**src/rtl/barrel_move_if.sv**
```systemverilog
// Launch-controller <-> barrel motion engine link: enable/frame in, done pulse and draw position out.
// Pure wiring; timing and handshake rules live in barrel_move.
interface barrel_move_if;
    logic        en;
    logic        frame_tick;
    logic        done;
    logic        visible;
    logic [10:0] xpos;
    logic [9:0]  ypos;

    modport master (output en, frame_tick, input done, visible, xpos, ypos);
    modport slave  (input en, frame_tick, output done, visible, xpos, ypos);
endinterface

```
**src/rtl/barrel_move.sv**
```systemverilog
// Per-barrel motion engine: rolls along platforms, falls at edges, pulses done after the last edge.
// Latency: all outputs registered, one cycle after en/frame_tick; no backpressure, en=0 aborts at once.
module barrel_move #(
    parameter int START_X    = 80,
    parameter int LEFT_EDGE  = 64,
    parameter int RIGHT_EDGE = 960,
    parameter int H_SPEED    = 4,
    parameter int PLAT_Y0    = 200,
    parameter int PLAT_PITCH = 120,
    parameter int NUM_PLAT   = 4,
    parameter int GRAVITY    = 1,
    parameter int MAX_FALL   = 8
) (
    input  logic         clk,
    input  logic         rst,
    barrel_move_if.slave bus
);

    typedef enum logic [2:0] {
        IDLE     = 3'd0,
        ROLL     = 3'd1,
        FALL     = 3'd2,
        DONE     = 3'd3,
        WAIT_CLR = 3'd4
    } state_t;

    state_t      state_q, state_d;
    logic [10:0] xpos_q, xpos_d;
    logic [9:0]  ypos_q, ypos_d;
    logic [7:0]  vy_q, vy_d;
    logic [3:0]  plat_q, plat_d;
    logic        dir_left_q, dir_left_d;
    logic        visible_q, visible_d;
    logic        done_q, done_d;

    logic [11:0]        nx_r;
    logic signed [12:0] nx_l;
    logic [11:0]        vy_sum;
    logic [11:0]        vy_new;
    logic [11:0]        ny;
    logic [11:0]        plat_nxt;
    logic [11:0]        target;
    logic               edge_hit;

    // Candidate moves are computed every cycle; the FSM decides which one is committed.
    always_comb begin
        nx_r     = {1'b0, xpos_q} + 12'(H_SPEED);
        nx_l     = $signed({2'b00, xpos_q}) - $signed(13'(H_SPEED));
        vy_sum   = {4'd0, vy_q} + 12'(GRAVITY);
        vy_new   = (vy_sum > 12'(MAX_FALL)) ? 12'(MAX_FALL) : vy_sum;
        ny       = {2'b00, ypos_q} + vy_new;
        plat_nxt = {8'd0, plat_q} + 12'd1;
        target   = 12'(PLAT_Y0) + plat_nxt * 12'(PLAT_PITCH);
    end

    always_comb begin
        state_d    = state_q;
        xpos_d     = xpos_q;
        ypos_d     = ypos_q;
        vy_d       = vy_q;
        plat_d     = plat_q;
        dir_left_d = dir_left_q;
        visible_d  = visible_q;
        done_d     = 1'b0;
        edge_hit   = 1'b0;

        case (state_q)
            IDLE: begin
                visible_d = 1'b0;
                if (bus.en) begin
                    state_d    = ROLL;
                    xpos_d     = 11'(START_X);
                    ypos_d     = 10'(PLAT_Y0);
                    plat_d     = 4'd0;
                    dir_left_d = 1'b0;
                    vy_d       = 8'd0;
                    visible_d  = 1'b1;
                end
            end

            ROLL: begin
                if (!bus.en) begin
                    state_d   = IDLE;
                    visible_d = 1'b0;
                end else if (bus.frame_tick) begin
                    if (!dir_left_q) begin
                        if (nx_r >= 12'(RIGHT_EDGE)) begin
                            xpos_d   = 11'(RIGHT_EDGE);
                            edge_hit = 1'b1;
                        end else begin
                            xpos_d = nx_r[10:0];
                        end
                    end else begin
                        // Signed compare so a step below zero still counts as reaching the edge.
                        if (nx_l <= $signed(13'(LEFT_EDGE))) begin
                            xpos_d   = 11'(LEFT_EDGE);
                            edge_hit = 1'b1;
                        end else begin
                            xpos_d = nx_l[10:0];
                        end
                    end
                    if (edge_hit) begin
                        if (plat_q < 4'(NUM_PLAT - 1)) begin
                            state_d = FALL;
                            vy_d    = 8'd0;
                        end else begin
                            state_d   = DONE;
                            done_d    = 1'b1;
                            visible_d = 1'b0;
                        end
                    end
                end
            end

            FALL: begin
                if (!bus.en) begin
                    state_d   = IDLE;
                    visible_d = 1'b0;
                end else if (bus.frame_tick) begin
                    if (ny >= target) begin
                        ypos_d     = target[9:0];
                        plat_d     = plat_q + 4'd1;
                        dir_left_d = ~dir_left_q;
                        vy_d       = 8'd0;
                        state_d    = ROLL;
                    end else begin
                        ypos_d = ny[9:0];
                        vy_d   = vy_new[7:0];
                    end
                end
            end

            DONE: begin
                visible_d = 1'b0;
                state_d   = WAIT_CLR;
            end

            WAIT_CLR: begin
                // Stale enable must drop before another launch is accepted.
                visible_d = 1'b0;
                if (!bus.en) begin
                    state_d = IDLE;
                end
            end

            default: begin
                state_d   = IDLE;
                visible_d = 1'b0;
            end
        endcase
    end

    always_ff @(posedge clk) begin
        if (rst) begin
            state_q    <= IDLE;
            xpos_q     <= '0;
            ypos_q     <= '0;
            vy_q       <= '0;
            plat_q     <= '0;
            dir_left_q <= 1'b0;
            visible_q  <= 1'b0;
            done_q     <= 1'b0;
        end else begin
            state_q    <= state_d;
            xpos_q     <= xpos_d;
            ypos_q     <= ypos_d;
            vy_q       <= vy_d;
            plat_q     <= plat_d;
            dir_left_q <= dir_left_d;
            visible_q  <= visible_d;
            done_q     <= done_d;
        end
    end

    assign bus.xpos    = xpos_q;
    assign bus.ypos    = ypos_q;
    assign bus.visible = visible_q;
    assign bus.done    = done_q;

endmodule
```
**src/flat_wrapper.sv**
```systemverilog
// flat-port wrapper written by rule: the top's interface ports become plain ports
module barrel_move_flat 
#(
    parameter int START_X    = 80,
    parameter int LEFT_EDGE  = 64,
    parameter int RIGHT_EDGE = 960,
    parameter int H_SPEED    = 4,
    parameter int PLAT_Y0    = 200,
    parameter int PLAT_PITCH = 120,
    parameter int NUM_PLAT   = 4,
    parameter int GRAVITY    = 1,
    parameter int MAX_FALL   = 8
)
  (clk, rst, bus_en, bus_frame_tick, bus_done, bus_visible, bus_xpos, bus_ypos);
  barrel_move_if bus_i ();
  input  logic clk;
  input  logic rst;
  input wire logic [$bits(bus_i.en)-1:0] bus_en;
  input wire logic [$bits(bus_i.frame_tick)-1:0] bus_frame_tick;
  output wire logic [$bits(bus_i.done)-1:0] bus_done;
  output wire logic [$bits(bus_i.visible)-1:0] bus_visible;
  output wire logic [$bits(bus_i.xpos)-1:0] bus_xpos;
  output wire logic [$bits(bus_i.ypos)-1:0] bus_ypos;
  assign bus_i.en = bus_en;
  assign bus_i.frame_tick = bus_frame_tick;
  assign bus_done = bus_i.done;
  assign bus_visible = bus_i.visible;
  assign bus_xpos = bus_i.xpos;
  assign bus_ypos = bus_i.ypos;
  barrel_move #(.START_X(START_X), .LEFT_EDGE(LEFT_EDGE), .RIGHT_EDGE(RIGHT_EDGE), .H_SPEED(H_SPEED), .PLAT_Y0(PLAT_Y0), .PLAT_PITCH(PLAT_PITCH), .NUM_PLAT(NUM_PLAT), .GRAVITY(GRAVITY), .MAX_FALL(MAX_FALL)) u_core (.clk(clk), .rst(rst), .bus(bus_i));
endmodule
```
**config.mk**
```make
export PLATFORM = sky130hd
export DESIGN_NAME = barrel_move_flat
export DESIGN_NICKNAME = d
export VERILOG_FILES = /design/src/rtl/barrel_move_if.sv /design/src/rtl/barrel_move.sv /design/src/flat_wrapper.sv
export SDC_FILE = /design/constraint.sdc
export NUM_CORES = 1
export LEC_CHECK = 0
export CELL_PAD_IN_SITES_DETAIL_PLACEMENT = 1
export CELL_PAD_IN_SITES_GLOBAL_PLACEMENT = 2
export CORE_MARGIN = 2
export CORE_UTILIZATION = 39
export CTS_CLUSTER_SIZE = 12
export DETAILED_ROUTE_END_ITERATION = 16
export PLACE_DENSITY = 0.89
export SKIP_CTS_REPAIR_TIMING = 1
export SLEW_MARGIN = 30
export SYNTH_ARGS = -nofsm -noshare
export SYNTH_HDL_FRONTEND = slang
export SYNTH_SLANG_ARGS = --single-unit
```
**constraint.sdc**
```tcl
create_clock -name clk -period 9.1 [get_ports clk]
set_clock_uncertainty 0.2 [all_clocks]
set_input_delay 1.82 -clock clk [delete_from_list [all_inputs] [get_ports clk]]
set_output_delay 1.82 -clock clk [all_outputs]
set_load 0.03 [all_outputs]
```
# Word level (Yosys, flattened, before mapping)
# Index checks and enable logic that the tools add are counted.
# op_classes
order_cmp	5
n_reduce_logical	11
n_mul	1
n_addsub	7
eq_ne	19
mux	56
bitwise	5
# ops
cell	count
two-way mux 11 bit	6
two-way mux 8 bit	8
two-way mux 10 bit	4
two-way mux 3 bit	8
case mux 8 bit (3 select lines)	1
case mux 11 bit (2 select lines)	1
case mux 10 bit (2 select lines)	1
two-way mux 1 bit	18
two-way mux 4 bit	4
case mux 3 bit (5 select lines)	1
inequality test 2 bit (second input constant)	7
<= comparator 13 x 8 -> 1 bit (second input constant)	1
adder 10 x 12 -> 12 bit	1
adder 11 x 3 -> 12 bit (second input constant)	1
adder 8 x 12 -> 12 bit (first input constant)	1
>= comparator 12 x 10 -> 1 bit (second input constant)	1
>= comparator 12 bit	1
greater-than comparator 12 x 4 -> 1 bit (second input constant)	1
multiplier 12 x 4 -> 9 bit (second input constant)	1
two-way mux 12 bit	1
AND reduction 4 bit	3
subtractor 11 x 3 -> 12 bit (second input constant)	1
adder 8 x 1 -> 9 bit (second input constant)	1
inequality test 3 bit (second input constant)	3
other kinds (19)	28
# totals
output_inout_bits	23
word_cells	112
reg_bits	39

# Logic depth before layout (Yosys ltp)
# Gate-level depths: netlist (run 1).
# logic_depth
word_depth	11
ltp_mapped	25

# Least setup slack after synthesis (run 1)
# No wires, ideal clock.
# synth_path
path_type	register to register
start	register u_core.plat_q[2]
end	register u_core.plat_q[0]
setup_slack_ns	4.074
setup_time_ns	0.101
required_time_ns	8.799
arrival_time_ns	4.725
stages_incl_launch_ff	20
cell_sequence	dfxtp_1 clkbuf_1 nand3_1 xor2_1 fa_1 inv_1 fa_1 ha_1 xor2_1 o22a_1 and2_1 xor2_1 inv_1 ha_1 a21o_1 a211oi_1 o21a_1 a211oi_2 or4_1 o41ai_1
# synth_between
elab_chain_cells	6
# synth_rtl
element	line	text
start: declaration	barrel_move.sv:31	logic [3:0] plat_q, plat_d;
start signal: assignment	barrel_move.sv:168	plat_q <= plat_d;
adder 4 x 1 -> 5 bit	barrel_move.sv:52	plat_nxt = {8'd0, plat_q} + 12'd1;
multiplier 12 x 4 -> 9 bit	barrel_move.sv:53	target = 12'(PLAT_Y0) + plat_nxt * 12'(PLAT_PITCH);
adder 8 x 12 -> 12 bit	barrel_move.sv:53	
>= comparator 12 bit	barrel_move.sv:120	if (ny >= target) begin
inequality test 2 x 1 -> 1 bit (no source line)	--	
AND reduction 5 bit (no source line)	--	
# Every way passes these cells.
# A chain may end at the register's enable or synchronous reset.

# Worst setup path in the final report (run 1)
# layout_path
start	register u_core.plat_q[0]
end	register u_core.plat_q[2]
# layout_between
elab_chain_cells	6
elab_cells_between_ends	11
classes_between	add/sub (3); mul (1); order compare (1); eq/ne (1); mux (4); reduce/logical (1)
# layout_rtl
element	line
adder 4 x 1 -> 5 bit	barrel_move.sv:52
multiplier 12 x 4 -> 9 bit	barrel_move.sv:53
adder 8 x 12 -> 12 bit	barrel_move.sv:53
>= comparator 12 bit	barrel_move.sv:120
inequality test 2 x 1 -> 1 bit (no source line)	--
AND reduction 5 bit (no source line)	--
# Parallel ways exist; a longest one is shown, timed or not. The select of a mux whose other input is x is not followed.

==> results.yml, run 1 <==
status:
  outcome: "finished, final reports clean"
drt:
  firstDrtPassIters: 4
  wl_um: 10200
  ant_nets: 0
  drc: 0
  viasPerCell: 5.57
  routed-via-count: 3481
  drt-initial-drc-count: 85
  wl_per_cell_um: 16.3
job:
  max_cap_violations: 0
logic_synthesis:
  synth_area_um2: 3850
  synth_top_family_by_area: "simple AND/OR/NAND/NOR gates"
  yosysTopAreaCell: "dfxtp_1"
  synth_xor_area_share_pct: 5.23
  synth_edf_count: 0
  yosysMostFrequentCell: "nand2_1"
  syn_avg_cell_area_um2: 8.15
  synthMuxAreaShare_pct: 1.30
  yosysSeqAreaShare_pct: 19.2
  synth_top_area_share_pct: 19.2
  synth_cells: 473
  synth-compound-area-share_pct: 24.7
  ys_ff_latch: 37
  synth-adder-area-share_pct: 14.9
  synth_common_cells: "nand2_1, dfxtp_1, nor2_1"
  synthFlopType: "dfxtp_1"
  yosys.area_share.simple_pct: 26.3
  synth_area_leaders: "dfxtp_1, ha_1, nand2_1"
  synth_cell_types: 89
  yosys_warnings: 0
  async_flop_share_pct: 0
power:
  switchingPower_mw: 0.122
  sw_frac_of_total_pct: 28.6
  ir_drop_mv: 0.0730
  p_seq_share_pct: 39.8
  p_leak_nw: 1.75
  powerDensity_nw_per_um2: 100
  combPwrFrac_pct: 18.2
  p_int_mw: 0.304
  clkPwrFrac_pct: 42.1
place:
  hpwlAfterDp_um: 7970
  gp_congestion: 0.808
  io_buffers: 24
  post-place-ws_ns: 3.39
timing:
  report.final.slew_viol_count: 0
  fmax_mhz: 173
  tns_ns: 0
  min_period_ns: 5.79
  setup_viol: 0
  grt_setup_unrepaired: "no"
  hold_viol_final: 0
  fin_crit_sh_pct: 63.6
  worst_slack_ns: 3.31
  slew_headroom_pct: 44.5
  worst_slew_pin_slew_ns: 0.826
cts:
  clk_root_buffer_cell: "clkbuf_8"
  clkTransAtPathRegs_ns: 0.08
  htreeDepth: 2
  cts_tree: "done"
  clockBufferDepth: 2
  numCtsBuffers: 5
  insertion_delay_ns: 0.30
  clkSinkCount: 37
worst_hold_path:
  min_path_type: "flip-flop to flip-flop"
  holdCritStartpoint: "u_core.bus.ypos[4]"
  hold_depth: 2
  worstHoldEndpoint: "u_core.bus.ypos[4]"
critical_path:
  arrival_ns: 5.82
  r2r.worst_path.cells: 18
  critPathMaxFanout: 15
  crit_required_ns: 9.13
  r2r-end: "u_core.plat_q[2]"
  r2r_start: "u_core.plat_q[0]"
  r2r_setup_slack_ns: 3.31
  critPathKind: "flip-flop to flip-flop"
  cp-start-kind: "flip-flop"
  cp-end-kind: "flip-flop"
die:
  start_util_pct: 39.8
  die_h_um: 103
  core_um2: 9680
  std_cell_rows: 36
  die_x_um: 103
  io_pins: 27
  die-area_um2: 10700
finish:
  area_growth_pct: 10.1
  fin_nets: 536
  drive_gt1_share_pct: 9.55
  antenna_cells: 0
  layout.area.seq_um2: 741
  multi_input_area_um2: 2820
  fill_cells: 1212
grt:
  first_global_vias: 3495
  grt.overflow.total: 0
  antenna_found_initial: 0
  grt_start_max_net_pins: 24
  grt_usage_pct: 20.0
  grt_pass1_wl_um: 17000
worst max-delay path: stages, from the launching register on:
cell and delay [ns]:
dfxtp_1 0.39, ha_1 0.28, xnor2_1 0.47, fa_1 0.51
inv_1 0.09, fa_1 0.42, ha_1 0.36, a211oi_1 0.36
or2_1 0.23, and2_1 0.16, xor2_1 0.19, inv_1 0.07
ha_1 0.29, nand3_1 0.10, or2_2 0.31, o21ai_0 0.30
nand3_2 0.37, or3_1 0.47, a21oi_1 0.15
logic make-up (layout without fill, tap and decap cells):
kind of cell,after synthesis,in the layout
AO/OA/AOI/OAI,129,129
buffers and inverters,54,67
multiplexers,5,5
AND/OR/NAND/NOR,182,182
other,1,7
flip-flops,37,37
XOR/XNOR,23,23
adder cells (fa/ha/maj),42,42
stage by stage:
step	hold slack [ns]	utilization (%)	power (mW)	cells	instance area (um2)
2_1_floorplan	0.268	-	0.232	479	3880
5_1_grt	0.320	43.8	0.446	625	4240
3_3_place_gp	0.272	42.3	0.248	617	4100
4_1_cts	0.286	43.8	0.428	625	4240
3_5_place_dp	0.274	42.3	0.250	617	4100
6_report	0.279	43.8	0.426	625	4240
state kept, by name, summed over array words and instances (netlist names):
name and cells:
u_core.bus.done 1, u_core.bus.visible 1, u_core.bus.xpos 9, u_core.bus.ypos 10
u_core.dir_left_q 1, u_core.plat_q 4, u_core.state_q 3, u_core.vy_q 8
power by group through the flow:
stage / clock network (mW) / registers (mW) / logic, mW
after global placement: 0 / 0.173 / 0.0751
final: 0.179 / 0.169 / 0.0774
after global routing: 0.190 / 0.170 / 0.0861
after floorplan: 0 / 0.174 / 0.0578
after detailed placement: 0 / 0.173 / 0.0767
after CTS: 0.182 / 0.169 / 0.0770
layout make-up:
type / count / share of cell area [%]
Multi-Input combinational cell: 388 / 66.5
Clock inverter: 3 / 1.62
Clock buffer: 5 / 1.62
Tap cell: 133 / 3.92
Inverter: 34 / 3.01
Sequential cell: 37 / 17.5
Timing Repair Buffer: 25 / 5.84
layout by cell type (no fill, tap or decap), drive strengths merged, types with 4 or more instances in the layout:
cell            n
a21oi          28
a21o            5
nand3b          6
o22ai           4
nand3          17
nor2b           6
nand2          42
or3             9
xor2           10
and2            7
o31ai           5
inv            35
clkbuf          5
nand4           9
ha             34
or2             8
nor3b           6
o211ai          5
a211oi          9
o21ai          30
clkdlybuf4s50  24
and3            7
conb            7
xnor2          13
mux2i           5
fa              7
o41ai           4
dfxtp          37
a221oi          4
nor2           35
nor3           13
worst max path at each step:
stage | cells after the start | endpoint | slack, ns | startpoint
3_5_place_dp | 18 | u_core.plat_q[2] | 3.39 | u_core.plat_q[0]
6_report | 18 | u_core.plat_q[2] | 3.31 | u_core.plat_q[0]
5_1_grt | 18 | u_core.plat_q[2] | 2.73 | u_core.plat_q[0]
2_1_floorplan | 19 | u_core.plat_q[0] | 4.07 | u_core.plat_q[2]
4_1_cts | 18 | u_core.plat_q[2] | 3.32 | u_core.plat_q[0]
3_3_place_gp | 18 | u_core.plat_q[2] | 3.63 | u_core.plat_q[0]
per-layer routing:
layer  GRT usage [%]  up-vias  routed length (um)
met5               0        -                   0
met4            4.15        0                  72
met3            2.28        7                 194
met2            34.2       39                4870
met1            27.2     1688                5030
li1                -     1747                   -
Note: power is estimated with default switching activity, not from simulation.
==> inputs of run 2 (changes only) <==
--- a/config.mk
+++ b/config.mk
@@ -8,10 +8,10 @@
 export CELL_PAD_IN_SITES_DETAIL_PLACEMENT = 1
 export CELL_PAD_IN_SITES_GLOBAL_PLACEMENT = 2
 export CORE_MARGIN = 2
-export CORE_UTILIZATION = 39
+export CORE_UTILIZATION = 36
 export CTS_CLUSTER_SIZE = 12
 export DETAILED_ROUTE_END_ITERATION = 16
-export PLACE_DENSITY = 0.89
+export PLACE_DENSITY = 0.83
 export SKIP_CTS_REPAIR_TIMING = 1
 export SLEW_MARGIN = 30
 export SYNTH_ARGS = -nofsm -noshare
==> constraint.sdc (replaced) <==
create_clock -name clk -period 5.9 [get_ports clk]
set_clock_uncertainty 0.2 [all_clocks]
set_input_delay 1.18 -clock clk [delete_from_list [all_inputs] [get_ports clk]]
set_output_delay 1.18 -clock clk [all_outputs]
set_load 0.03 [all_outputs]
==> results.yml, run 2 (synthesized netlist as in run 1, its figures left out) <==
status:
  outcome: "finished, final reports clean"
power:
  ir_drop_mv: 0.0826
  powerDensity_nw_per_um2: 135
  p_leak_nw: 1.74
die:
  die-area_um2: 11500
  die_x_um: 107
  core_um2: 10400
  start_util_pct: 37.2
  die_h_um: 107
  std_cell_rows: 37
  io_pins: 27
drt:
  wl_um: 10000
  viasPerCell: 5.59
  routed-via-count: 3514
  firstDrtPassIters: 4
  wl_per_cell_um: 15.9
  drt-initial-drc-count: 124
  ant_nets: 0
  drc: 0
grt:
  first_global_vias: 3573
  grt_start_max_net_pins: 24
  grt_usage_pct: 18.4
  grt_pass1_wl_um: 17500
  grt.overflow.total: 0
  antenna_found_initial: 0
cts:
  cts_tree: "done"
  numCtsBuffers: 5
  insertion_delay_ns: 0.30
  clockBufferDepth: 2
  htreeDepth: 2
  clkTransAtPathRegs_ns: 0.08
  clk_root_buffer_cell: "clkbuf_8"
  clkSinkCount: 37
timing:
  grt_setup_unrepaired: "no"
  worst_slew_pin_slew_ns: 0.941
  slew_headroom_pct: 37.0
  fin_crit_sh_pct: 91.6
  setup_viol: 0
  whs_ns: 0.292
  min_period_ns: 5.41
  tns_ns: 0
  hold_viol_final: 0
  fmax_mhz: 185
  report.final.slew_viol_count: 0
worst_hold_path:
  hold_depth: 2
  min_path_type: "flip-flop to flip-flop"
critical_path:
  cp-end-kind: "flip-flop"
  critPathMaxFanout: 15
  arrival_ns: 5.43
  r2r_setup_slack_ns: 0.49
  critPathKind: "flip-flop to flip-flop"
  r2r.worst_path.cells: 19
  crit_required_ns: 5.92
  cp-start-kind: "flip-flop"
finish:
  final_cell_mix: "nand2_1, dfxtp_1, nor2_1"
  largest_reg_flops: 10
  stdcell_area_um2: 4240
  fin_nets: 537
  antenna_cells: 0
  area_growth_pct: 10.1
  drive_gt1_share_pct: 10.8
  final_common_cell: "nand2_1"
place:
  io_buffers: 24
  hpwlAfterDp_um: 7840
  place_area_um2: 4110
  gp_congestion: 0.820
job:
  max_cap_violations: 0
run 2: metal layers:
| layer | up-vias | wire length (um) | track usage, % |
|---|---|---|---|
| li1 | 1755 | - | - |
| met1 | 1718 | 5070 | 26.0 |
| met2 | 35 | 4610 | 30.3 |
| met3 | 6 | 243 | 2.48 |
| met4 | 0 | 76 | 3.39 |
| met5 | - | 0 | 0 |
run 2: worst paths after layout:
kind,start,endpoint
max,u_core.plat_q[0],u_core.plat_q[2]
min,u_core.bus.ypos[4],u_core.bus.ypos[4]
min reg2reg,u_core.bus.ypos[4],u_core.bus.ypos[4]
max reg2reg,u_core.plat_q[0],u_core.plat_q[2]
run 2: final cells by class:
cell class                      instances  area [um2]
Clock buffer                            6        82.6
Clock inverter                          2        13.8
Fill cell                            1280        6130
Inverter                               34         128
Multi-Input combinational cell        388        2850
Sequential cell                        37         741
Tap cell                              136         170
Timing Repair Buffer                   26         255
run 2: where the power goes:
part / leakage (nW) / internal (mW) / total, mW / switching, mW
registers: 0.300 / 0.253 / 0.261 / 0.00805
clock network: 0.0512 / 0.0948 / 0.194 / 0.0992
logic: 1.39 / 0.0462 / 0.120 / 0.0735
run 2: through the flow:
step | worst slack (ns) | cells | total power, mW | util [%]
global route | 0.0237 | 629 | 0.611 | 40.9
finish | 0.495 | 629 | 0.575 | 40.9
global placement | 0.449 | 621 | 0.382 | 39.6
CTS | 0.204 | 629 | 0.580 | 40.6
detailed placement | 0.247 | 621 | 0.385 | 39.6
floorplan | 0.874 | 479 | 0.358 | -
run 2: worst max-delay path, cell delays in order (launching register included):
cell	delay, ns
dfxtp_1	0.45
inv_1	0.14
ha_1	0.39
inv_1	0.11
fa_1	0.50
inv_1	0.06
fa_1	0.46
ha_1	0.40
a211oi_2	0.27
or2_1	0.22
and2_1	0.16
xor2_1	0.19
inv_1	0.06
ha_1	0.29
nand3_1	0.09
or2_2	0.31
o21ai_1	0.25
nand3_4	0.25
or3_1	0.40
a21oi_1	0.14
==> inputs of run 3 (changes only) <==
--- a/config.mk
+++ b/config.mk
@@ -5,12 +5,14 @@
 export SDC_FILE = /design/constraint.sdc
 export NUM_CORES = 1
 export LEC_CHECK = 0
+export CAP_MARGIN = 20
 export CELL_PAD_IN_SITES_DETAIL_PLACEMENT = 1
 export CELL_PAD_IN_SITES_GLOBAL_PLACEMENT = 2
 export CORE_MARGIN = 2
 export CORE_UTILIZATION = 36
 export CTS_CLUSTER_SIZE = 12
 export DETAILED_ROUTE_END_ITERATION = 16
+export GPL_TIMING_DRIVEN = 0
 export PLACE_DENSITY = 0.83
 export SKIP_CTS_REPAIR_TIMING = 1
 export SLEW_MARGIN = 30
==> results.yml, run 3 (synthesized netlist as in run 1, its figures left out) <==
timing:
  slew_headroom_pct: 37.4
  fmax_mhz: 181
  worst_slack_ns: 0.386
  tns_ns: 0
  fin_crit_sh_pct: 93.5
  grt_setup_unrepaired: "no"
  hold_viol_final: 0
  report.final.slew_viol_count: 0
  worst_slew_pin_slew_ns: 0.935
  min_period_ns: 5.51
  setup_viol: 0
finish:
  stdcell_area_um2: 4480
  final_cell_mix: "nand2_1, dfxtp_1, nor2_1"
  final_common_cell: "nand2_1"
  fin_nets: 554
  antenna_cells: 0
  largest_reg_flops: 10
  drive_gt1_share_pct: 13.3
  final_cells: 646
  area_growth_pct: 16.2
drt:
  viasPerCell: 5.47
  ant_nets: 0
  routed-via-count: 3533
  wl_um: 10700
  drt-initial-drc-count: 127
  firstDrtPassIters: 4
  wl_per_cell_um: 16.5
  drc: 0
status:
  outcome: "finished, final reports clean"
place:
  io_buffers: 24
  hpwlAfterDp_um: 8450
  numPlacedInstances: 639
  post-place-ws_ns: 0.0823
  gp_congestion: 0.834
  place_area_um2: 4290
die:
  core_um2: 10400
  io_pins: 27
  start_util_pct: 37.2
  die-area_um2: 11500
  die_h_um: 107
  std_cell_rows: 37
  die_x_um: 107
critical_path:
  arrival_ns: 5.51
  r2r.worst_path.cells: 19
  slowest_stage: "or4_1"
  crit_buf_inv: 4
  cp-end-kind: "flip-flop"
  cp-start-kind: "flip-flop"
  critPathKind: "flip-flop to flip-flop"
  crit_required_ns: 5.90
  critPathTopFamily: "adder cells"
  critical_path.most_common_cell: "inv_1"
  path_depth: 19
  critPathMaxFanout: 7
  path_cells: "inv_1 > ha_1 > inv_1 > fa_1 > inv_1 > fa_1 > ha_1 > a211oi_2 > or2_1 > and2_1 > xor2_1 > inv_1 > ha_1 > a21o_1 > a211oi_1 > o21a_1 > a211oi_2 > or4_1 > o41ai_1"
  slowest_delay_ns: 0.49
job:
  max_cap_violations: 0
cts:
  cts_tree: "done"
  clockBufferDepth: 2
  clkTransAtPathRegs_ns: 0.08
  numCtsBuffers: 5
  clkSinkCount: 37
  clk_root_buffer_cell: "clkbuf_8"
  insertion_delay_ns: 0.31
  htreeDepth: 2
grt:
  grt_pass1_wl_um: 18200
  grt.overflow.total: 0
  antenna_found_initial: 0
  first_global_vias: 3613
  grt_usage_pct: 19.5
  grt_start_max_net_pins: 14
worst_hold_path:
  min_path_type: "flip-flop to flip-flop"
  hold_depth: 2
power:
  ir_drop_mv: 0.0870
  p_leak_nw: 1.86
  powerDensity_nw_per_um2: 149
  finalPower_mw: 0.667
==> run 3: final timing paths <==
path / slack, ns / end / startpoint
worst max register to register: 0.39 / u_core.plat_q[0] / u_core.plat_q[0]
worst min register to register: 0.30 / u_core.bus.ypos[9] / u_core.bus.ypos[9]
worst max-delay path: 0.39 / u_core.plat_q[0] / u_core.plat_q[0]
worst min-delay path: 0.30 / u_core.bus.ypos[9] / u_core.bus.ypos[9]
==> run 3: routing by layer <==
layer  global-route usage [%]  up-vias  share of wire (%)  wire length (um)
li1                         -     1784                  -                 -
met1                     27.0     1706                 49              5240
met2                     32.5       32                 47              5050
met3                     2.42       11                2.3               241
met4                     4.49        0                1.3               137
met5                        0        -                  0                 0
==> run 3: area by class of cell <==
class,instances,area (um2)
Fill cell,1276,5890
Multi-Input combinational cell,388,2880
Sequential cell,37,741
Timing Repair Buffer,24,240
Buffer,19,186
Tap cell,136,170
Inverter,34,128
Clock buffer,5,68.8
Clock inverter,3,68.8
==> run 3: worst reg2reg max path, delay by kind of cell, from the launching register on <==
kind            cells  cell delay [ns]
xor+xnor            1             0.20
compound gates      6             1.24
simple gates        3             0.87
fa+ha+maj           5             2.05
buf+inv             4             0.38
flops               1             0.48
==> run 3: power breakdown <==
part | switching (mW) | internal, mW
logic | 0.0806 | 0.0506
registers | 0.00386 | 0.253
clock network | 0.108 | 0.170
total | 0.192 | 0.474
==> run 3: per-stage QoR <==
step                utilization, %  hold slack (ns)
global route                  43.2            0.331
CTS                           42.7            0.302
floorplan                        -            0.268
finish                        43.2            0.298
detailed placement            41.3            0.286
global placement              41.3            0.276
